$ cat src/rtl/t_toggle_req_gen.sv
`default_nettype none
// ============================================================================
//  Module   : t_toggle_req_gen
//  Purpose  : Synchronise, debounce and one-shot a raw push-button into
//             single-cycle toggle requests, with optional hold-to-repeat.
//  Revision : 1.0  initial release
// ============================================================================
module t_toggle_req_gen #(
    parameter int SYNC_STAGES     = 2,
    parameter int DEBOUNCE_CYCLES = 4,
    parameter int REPEAT_CYCLES   = 0
) (
    input  logic clk,
    input  logic reset,
    input  logic btn_in,
    input  logic en,
    output logic t,
    output logic btn_level
);

    localparam int C_MAX_DR   = (DEBOUNCE_CYCLES > REPEAT_CYCLES) ? DEBOUNCE_CYCLES : REPEAT_CYCLES;
    localparam int C_CNT_SPAN = (C_MAX_DR > 2) ? C_MAX_DR : 2;
    localparam int C_CW       = $clog2(C_CNT_SPAN);

    localparam logic [C_CW-1:0] C_ZERO     = '0;
    localparam logic [C_CW-1:0] C_ONE      = C_CW'(1);
    localparam logic [C_CW-1:0] C_DEB_LAST = C_CW'(DEBOUNCE_CYCLES - 1);
    localparam logic [C_CW-1:0] C_REP_LAST = C_CW'((REPEAT_CYCLES == 0) ? 0 : REPEAT_CYCLES - 1);

    typedef enum logic [1:0] {
        ST_IDLE        = 2'd0,
        ST_DEB_PRESS   = 2'd1,
        ST_PRESSED     = 2'd2,
        ST_DEB_RELEASE = 2'd3
    } state_t;

    logic [SYNC_STAGES-1:0] r_sync;
    logic                   w_s;

    state_t            r_state, w_state_nxt;
    logic [C_CW-1:0]   r_cnt, w_cnt_nxt;
    logic [C_CW-1:0]   r_rcnt, w_rcnt_nxt;
    logic              r_t, w_t_nxt;
    logic              r_level, w_level_nxt;

    // btn_in is asynchronous; only the last stage of the chain is ever observed.
    always_ff @(posedge clk) begin
        if (reset) begin
            r_sync <= '0;
        end else begin
            r_sync <= {r_sync[SYNC_STAGES-2:0], btn_in};
        end
    end

    assign w_s = r_sync[SYNC_STAGES-1];

    always_ff @(posedge clk) begin
        if (reset) begin
            r_state <= ST_IDLE;
            r_cnt   <= C_ZERO;
            r_rcnt  <= C_ZERO;
            r_t     <= 1'b0;
            r_level <= 1'b0;
        end else begin
            r_state <= w_state_nxt;
            r_cnt   <= w_cnt_nxt;
            r_rcnt  <= w_rcnt_nxt;
            r_t     <= w_t_nxt;
            r_level <= w_level_nxt;
        end
    end

    always_comb begin
        w_state_nxt = r_state;
        w_cnt_nxt   = r_cnt;
        w_rcnt_nxt  = r_rcnt;
        w_t_nxt     = 1'b0;
        w_level_nxt = r_level;

        case (r_state)
            ST_IDLE: begin
                w_level_nxt = 1'b0;
                if (w_s) begin
                    w_state_nxt = ST_DEB_PRESS;
                    w_cnt_nxt   = C_ONE;
                end
            end

            ST_DEB_PRESS: begin
                if (!w_s) begin
                    w_state_nxt = ST_IDLE;
                    w_cnt_nxt   = C_ZERO;
                end else if (r_cnt == C_DEB_LAST) begin
                    w_state_nxt = ST_PRESSED;
                    w_cnt_nxt   = C_ZERO;
                    w_rcnt_nxt  = C_ZERO;
                    w_level_nxt = 1'b1;
                    w_t_nxt     = en;
                end else begin
                    w_cnt_nxt = r_cnt + C_ONE;
                end
            end

            ST_PRESSED: begin
                w_level_nxt = 1'b1;
                if (!w_s) begin
                    w_state_nxt = ST_DEB_RELEASE;
                    w_cnt_nxt   = C_ONE;
                end else if (REPEAT_CYCLES != 0) begin
                    if (r_rcnt == C_REP_LAST) begin
                        w_t_nxt    = en;
                        w_rcnt_nxt = C_ZERO;
                    end else begin
                        w_rcnt_nxt = r_rcnt + C_ONE;
                    end
                end
            end

            ST_DEB_RELEASE: begin
                // A bounce back to 1 resumes the hold with the repeat phase preserved.
                w_level_nxt = 1'b1;
                if (w_s) begin
                    w_state_nxt = ST_PRESSED;
                    w_cnt_nxt   = C_ZERO;
                end else if (r_cnt == C_DEB_LAST) begin
                    w_state_nxt = ST_IDLE;
                    w_cnt_nxt   = C_ZERO;
                    w_level_nxt = 1'b0;
                end else begin
                    w_cnt_nxt = r_cnt + C_ONE;
                end
            end

            default: begin
                w_state_nxt = ST_IDLE;
                w_cnt_nxt   = C_ZERO;
                w_rcnt_nxt  = C_ZERO;
                w_level_nxt = 1'b0;
            end
        endcase
    end

    assign t         = r_t;
    assign btn_level = r_level;

endmodule
`default_nettype wire

$ cat config.mk
export PLATFORM = sky130hd
export DESIGN_NAME = t_toggle_req_gen
export DESIGN_NICKNAME = d
export VERILOG_FILES = /design/src/rtl/t_toggle_req_gen.sv
export SDC_FILE = /design/constraint.sdc
export NUM_CORES = 1
export LEC_CHECK = 0
export CORE_AREA = 3 3 40 42
export CTS_CLUSTER_DIAMETER = 200
export CTS_CLUSTER_SIZE = 24
export DETAILED_ROUTE_END_ITERATION = 10
export DIE_AREA = 0 0 43 45
export PLACE_DENSITY_LB_ADDON = 0.3
export SKIP_CTS_REPAIR_TIMING = 1
export SYNTH_ARGS = -nofsm -noshare
export SYNTH_HDL_FRONTEND = slang
export SYNTH_SLANG_ARGS = --single-unit
export TNS_END_PERCENT = 50
$ cat constraint.sdc
create_clock -name clk -period 3.4 [get_ports clk]
set_clock_uncertainty 0.2 [all_clocks]
set_input_delay 0.85 -clock clk [delete_from_list [all_inputs] [get_ports clk]]
set_output_delay 0.85 -clock clk [all_outputs]
set_load 0.1 [all_outputs]
==> summary.txt, run 1 <==
Outcome
  • Status: finished, final reports clean

STA
  • Tightest Pin Transition: 0.394 ns
  • Rel. slew slack: 0.737
  • Fin Hold WS: 0.244 ns
  • RSZ-0062 raised after global routing: false
  • Period utilisation layout: 0.615
  • Finish-stage setup viols: 0
  • Hold Fails Final Rpt: 0
  • Final Critical Period: 2.09 ns
  • Fin Setup TNS: 0 ns
  • Final-report max-slew violation count: 0
  • Max frequency: 0.478 GHz

Critical path
  • Critical path required time: 3.35 ns
  • CP max FO: 11
  • CP Class: in2reg
  • Crit start category: input port
  • Worst EP arrival: 2.04 ns
  • Nature of the critical path endpoint: flop

GRT
  • Vias in the first global route: 336
  • All-Layer GR Usage: 0.108
  • Initial antenna violation count: 0
  • GR Overflow Total: 0
  • Pin count of the biggest net entering global routing: 12
  • First-pass GRT wire length: 1500 um

Final layout
  • Area occupied by multi-input gates: 320 um^2
  • Proportion of layout cells with a drive suffix above 1: 0.259
  • Register Area: 160 um^2
  • Fin util: 0.450
  • N_diodes: 0
  • Fill count: 132
  • Area growth from synthesis to layout: 13.8%
  • Final net count: 67
  • Finished Cell Area: 578 um^2

Detailed routing
  • Detailed router's first-iteration violation count: 9
  • Pre-antenna DRT Iters: 4
  • Average vias per placed instance: 5.10
  • DRC viols: 0
  • ANT nets after route: 0
  • Final wirelength: 832 um
  • Vias: 352
  • Post-DR wirelength/cell: 12.1 um

Place
  • Port Buffers: 5
  • Placed Area: 556 um^2
  • HPWL after DPL: 622 um
  • RD Place Congestion: 0.705

Clocking
  • Clk_lat worst skew: 0.26 ns
  • Root buffer cell: clkbuf_4
  • CTS Buffer Depth: 2
  • Clk sinks: 8
  • CTS tree: built
  • H-tree Lvls: 1
  • Clk pin slew, worst setup/hold paths: 0.07 ns
  • Num CTS Buffers: 3

Power
  • Power Density: 547 nW/um^2
  • Static leakage power: 0.000232 uW
  • Post-route total power: 316 uW
  • Worst VDD drop: 0.191 mV

Logic synthesis
  • Top cells by area, synth: dfxtp_1 (32%), ha_1 (17%), nand2b_1 (4.9%)
  • Mapped Cells: 48
  • Avg Inst Size Synth: 10.6 um^2
  • Unique masters post-synth: 26
  • Post-synthesis sequential area ratio: 0.315
  • Yosys warns: 0
  • Count leader, synth: dfxtp_1
  • #FFs+latches synth: 8
  • Area leader, netlist: dfxtp_1
  • Area share of the leading cell type in the synthesized netlist: 0.315
  • Most used flip-flop cell after synthesis: dfxtp_1
  • Post-synth top cells: dfxtp_1 (8), ha_1 (7), nand2b_1 (4)
  • Number of flops mapped to enable cells by yosys: 0
  • Cell Area, Synth: 508 um^2
  • Ys async rst share: 0
  • Post-Syn Nets: 59

Die
  • IO Pins: 6
  • Initial Util: 0.395
  • Core ar.: 1280 um^2
  • Core Rows: 13
  • Chip width: 43 um
  • Die H: 45 um
  • Die area: 1940 um^2

Job
  • Max-Cap Viols: 0

Min path
  • Hold WC Path Type: reg2reg
stage by stage:
stage | setup WS, ns | instances
final | 1.31 | 69
after global placement | 1.04 | 66
after detailed placement | 1.04 | 66
after global routing | 1.29 | 69
after CTS | 1.32 | 69
after floorplan | 1.43 | 48
critical path: stages:
cell and delay [ns]:
clkdlybuf4s50_1 0.71, o21ba_2 0.21, mux2_1 0.27
cells in the final DEF, fill, tap and decap left out:
cell type        instances
a41o_2                   1
a211oi_2                 1
o21ba_2                  1
o41ai_2                  1
dfxtp_1                  8
nor2_2                   2
a32oi_1                  1
nand4b_1                 1
clkbuf_4                 3
inv_1                    3
o21ai_1                  1
mux2_1                   1
ha_1                     7
nor2_1                   3
a21oi_2                  1
nor2b_1                  2
mux2_4                   1
a21boi_0                 1
clkdlybuf4s50_1          3
nand2b_1                 4
nand3b_1                 1
nor3b_1                  1
mux2i_4                  1
a311oi_1                 1
nand3_1                  1
a21oi_1                  1
buf_4                    2
layout make-up:
type,count,area share
tap,15,0.0325
clock buffer,3,0.0390
multi-input combinational,35,0.554
sequential,8,0.277
inverter,3,0.0195
timing repair buffer,5,0.0779
metal layers:
layer  vias to the layer above  track usage  part of all wire
li1                        181            -                 -
met4                         0       0.0542             0.011
met1                       160        0.133              0.49
met2                         9        0.153              0.44
met3                         2       0.0598             0.058
met5                         -            0                 0
cell families (layout without fill, tap and decap cells):
group,Yosys count,count (layout),share of synthesized area
mux,3,3,0.0960
compound gates,10,10,0.185
buf+inv,5,11,0.0542
simple gates,15,15,0.177
flops,8,8,0.315
fa+ha+maj,7,7,0.172
power by group:
group	internal, uW	switching (uW)	leakage [uW]
clock network	40.6	35.2	0.0000138
logic	51.9	68.8	0.000153
registers	106	13.5	0.0000653
total	198	118	0.000232
final timing paths:
path                            slack, ns  cells after the start                 endpoint                     from
worst min-delay path                 0.24                      1     r_sync[1]$_SDFF_PP0_     r_sync[0]$_SDFF_PP0_
worst max-delay path                 1.31                      3  r_state[0]$_SDFFE_PP0P_                    reset
worst max register to register       1.71                      5  r_state[0]$_SDFFE_PP0P_  r_state[0]$_SDFFE_PP0P_
worst min register to register       0.24                      1     r_sync[1]$_SDFF_PP0_     r_sync[0]$_SDFF_PP0_
No activity file was read; power rests on OpenSTA's default activity.
==> inputs of run 2 (changes only) <==
Clock period 3.4 ns to 2 ns, I/O delays scaled along.
==> run 2 against run 1 <==
Compared with the run above:
- cell area rose by 5.6%
- wire length is 14% higher
- critical path type is now reg2reg
- critical path depth up 2
==> summary.txt, run 2 (same netlist as run 1, synthesis figures left out) <==
Final layout
  • N_diodes: 0
  • Area growth from synthesis to layout: 20.2%
  • Fin util: 0.475
  • Most common cell after layout, fill and taps aside: dfxtp_1
  • Commonest non-fill, non-tap cells in the layout: dfxtp_1 (8), ha_1 (7), nand2b_1 (4)
  • Proportion of layout cells with a drive suffix above 1: 0.273
  • Finished Cell Area: 611 um^2
  • Final net count: 68

Power
  • Power Density: 907 nW/um^2
  • Post-route total power: 554 uW
  • Worst VDD drop: 0.429 mV
  • Static leakage power: 0.000242 uW

Critical path
  • Delay-heaviest family, CP: flip-flops
  • R2R Setup Slk: 0.30 ns
  • WP buf/inv: 2
  • Reg2reg end: r_state[0]$_SDFFE_PP0P_
  • Reg-to-reg critical path startpoint: r_state[0]$_SDFFE_PP0P_
  • Nature of the critical path endpoint: flop
  • Cell Chain, Critical Path: inv_1 > ha_1 > inv_1 > a32oi_1 > mux2_1
  • CP max FO: 4
  • Slowest stage delay, CP: 0.34 ns
  • Worst Reg-to-Reg Cells: 5
  • Worst path slowest cell: dfxtp_1
  • Crit start category: flop
  • Worst EP arrival: 1.66 ns
  • CP Class: reg2reg
  • Most used cell, CP: inv_1
  • Critical path required time: 1.96 ns

Place
  • HPWL after DPL: 686 um
  • Port Buffers: 5
  • Placed Area: 588 um^2
  • RD Place Congestion: 0.760

Clocking
  • Clk sinks: 8
  • Clk_lat worst skew: 0.27 ns
  • Root buffer cell: clkbuf_4
  • CTS tree: built
  • Clk pin slew, worst setup/hold paths: 0.06 ns
  • Num CTS Buffers: 3
  • CTS Buffer Depth: 2
  • H-tree Lvls: 1

Die
  • Chip width: 43 um
  • IO Pins: 6
  • Die area: 1940 um^2
  • Die H: 45 um
  • Initial Util: 0.395
  • Core ar.: 1280 um^2
  • Core Rows: 13

STA
  • RSZ-0062 raised after global routing: false
  • Period utilisation layout: 0.849
  • Rel. slew slack: 0.725
  • Final Critical Period: 1.70 ns
  • Fin Setup TNS: 0 ns
  • Tightest Pin Transition: 0.409 ns
  • Hold Fails Final Rpt: 0
  • Max frequency: 0.589 GHz
  • Finish-stage setup viols: 0
  • Final-report max-slew violation count: 0
  • Fin Hold WS: 0.217 ns

Detailed routing
  • Metal3 WL: 52 um
  • Met2 wire length: 406 um
  • Detailed router's first-iteration violation count: 9
  • Average vias per placed instance: 5.03
  • DRC viols: 0
  • Max Used Layer: met4
  • Post-DR wirelength/cell: 13.5 um
  • ANT nets after route: 0
  • Pre-antenna DRT Iters: 4
  • Vias: 352
  • Final wirelength: 946 um
  • M1 wire length: 446 um

Outcome
  • Status: finished, final reports clean

Min path
  • Hold WC Path Type: reg2reg
  • Hold depth: 1
  • Hold Path End: r_sync[1]$_SDFF_PP0_
  • HP Start: r_sync[0]$_SDFF_PP0_

GRT
  • Vias in the first global route: 379
  • First-pass GRT wire length: 1760 um
  • Pin count of the biggest net entering global routing: 9
  • GR Overflow Total: 0
  • Initial antenna violation count: 0
  • All-Layer GR Usage: 0.131

Job
  • Max-Cap Viols: 0
==> run 2: cell type report <==
class	count	area [um^2]
clock buffer	3	22.5
fill	125	674
inverter	3	11.3
multi-input combinational	35	320
sequential	8	160
tap	15	18.8
timing repair buffer	6	77.6
==> run 2: routing by layer <==
layer | track usage | vias to the layer above
met4 | 0.108 | 0
met2 | 0.192 | 10
met1 | 0.155 | 153
met5 | 0 | -
li1 | - | 184
met3 | 0.0438 | 5
==> run 2: worst max path at each step <==
stage                     slack (ns)                     from                      end  cells past startpoint
after floorplan                 0.38   btn_level$_SDFFE_PP0P_                btn_level                      0
final                           0.30  r_state[0]$_SDFFE_PP0P_  r_state[0]$_SDFFE_PP0P_                      5
after global placement          0.17                    reset  r_state[0]$_SDFFE_PP0P_                      3
after global routing            0.15  r_state[0]$_SDFFE_PP0P_  r_state[0]$_SDFFE_PP0P_                      5
after CTS                       0.30  r_state[0]$_SDFFE_PP0P_  r_state[0]$_SDFFE_PP0P_                      5
after detailed placement        0.15                    reset  r_state[0]$_SDFFE_PP0P_                      3
==> run 2: report_power, final <==
part | internal (uW) | switching (uW) | leakage, uW
Sequential | 180 | 24.5 | 0.0000653
Combinational | 93.8 | 123 | 0.000163
Clock | 69.1 | 62.5 | 0.0000138
Total | 343 | 210 | 0.000242
==> run 2: metrics by stage <==
stage,setup WS [ns],std cells
2_1_floorplan,0.375,48
3_3_place_gp,0.172,67
3_5_place_dp,0.155,67
4_1_cts,0.301,70
5_1_grt,0.152,70
6_report,0.302,70
==> run 2: worst reg2reg max path, delay by kind of cell (launching register included) <==
kind,cells,cell delay (ns)
AO/OA/AOI/OAI,1,0.21
multiplexers,1,0.34
flip-flops,1,0.34
adder cells (fa/ha/maj),1,0.27
buffers and inverters,2,0.23
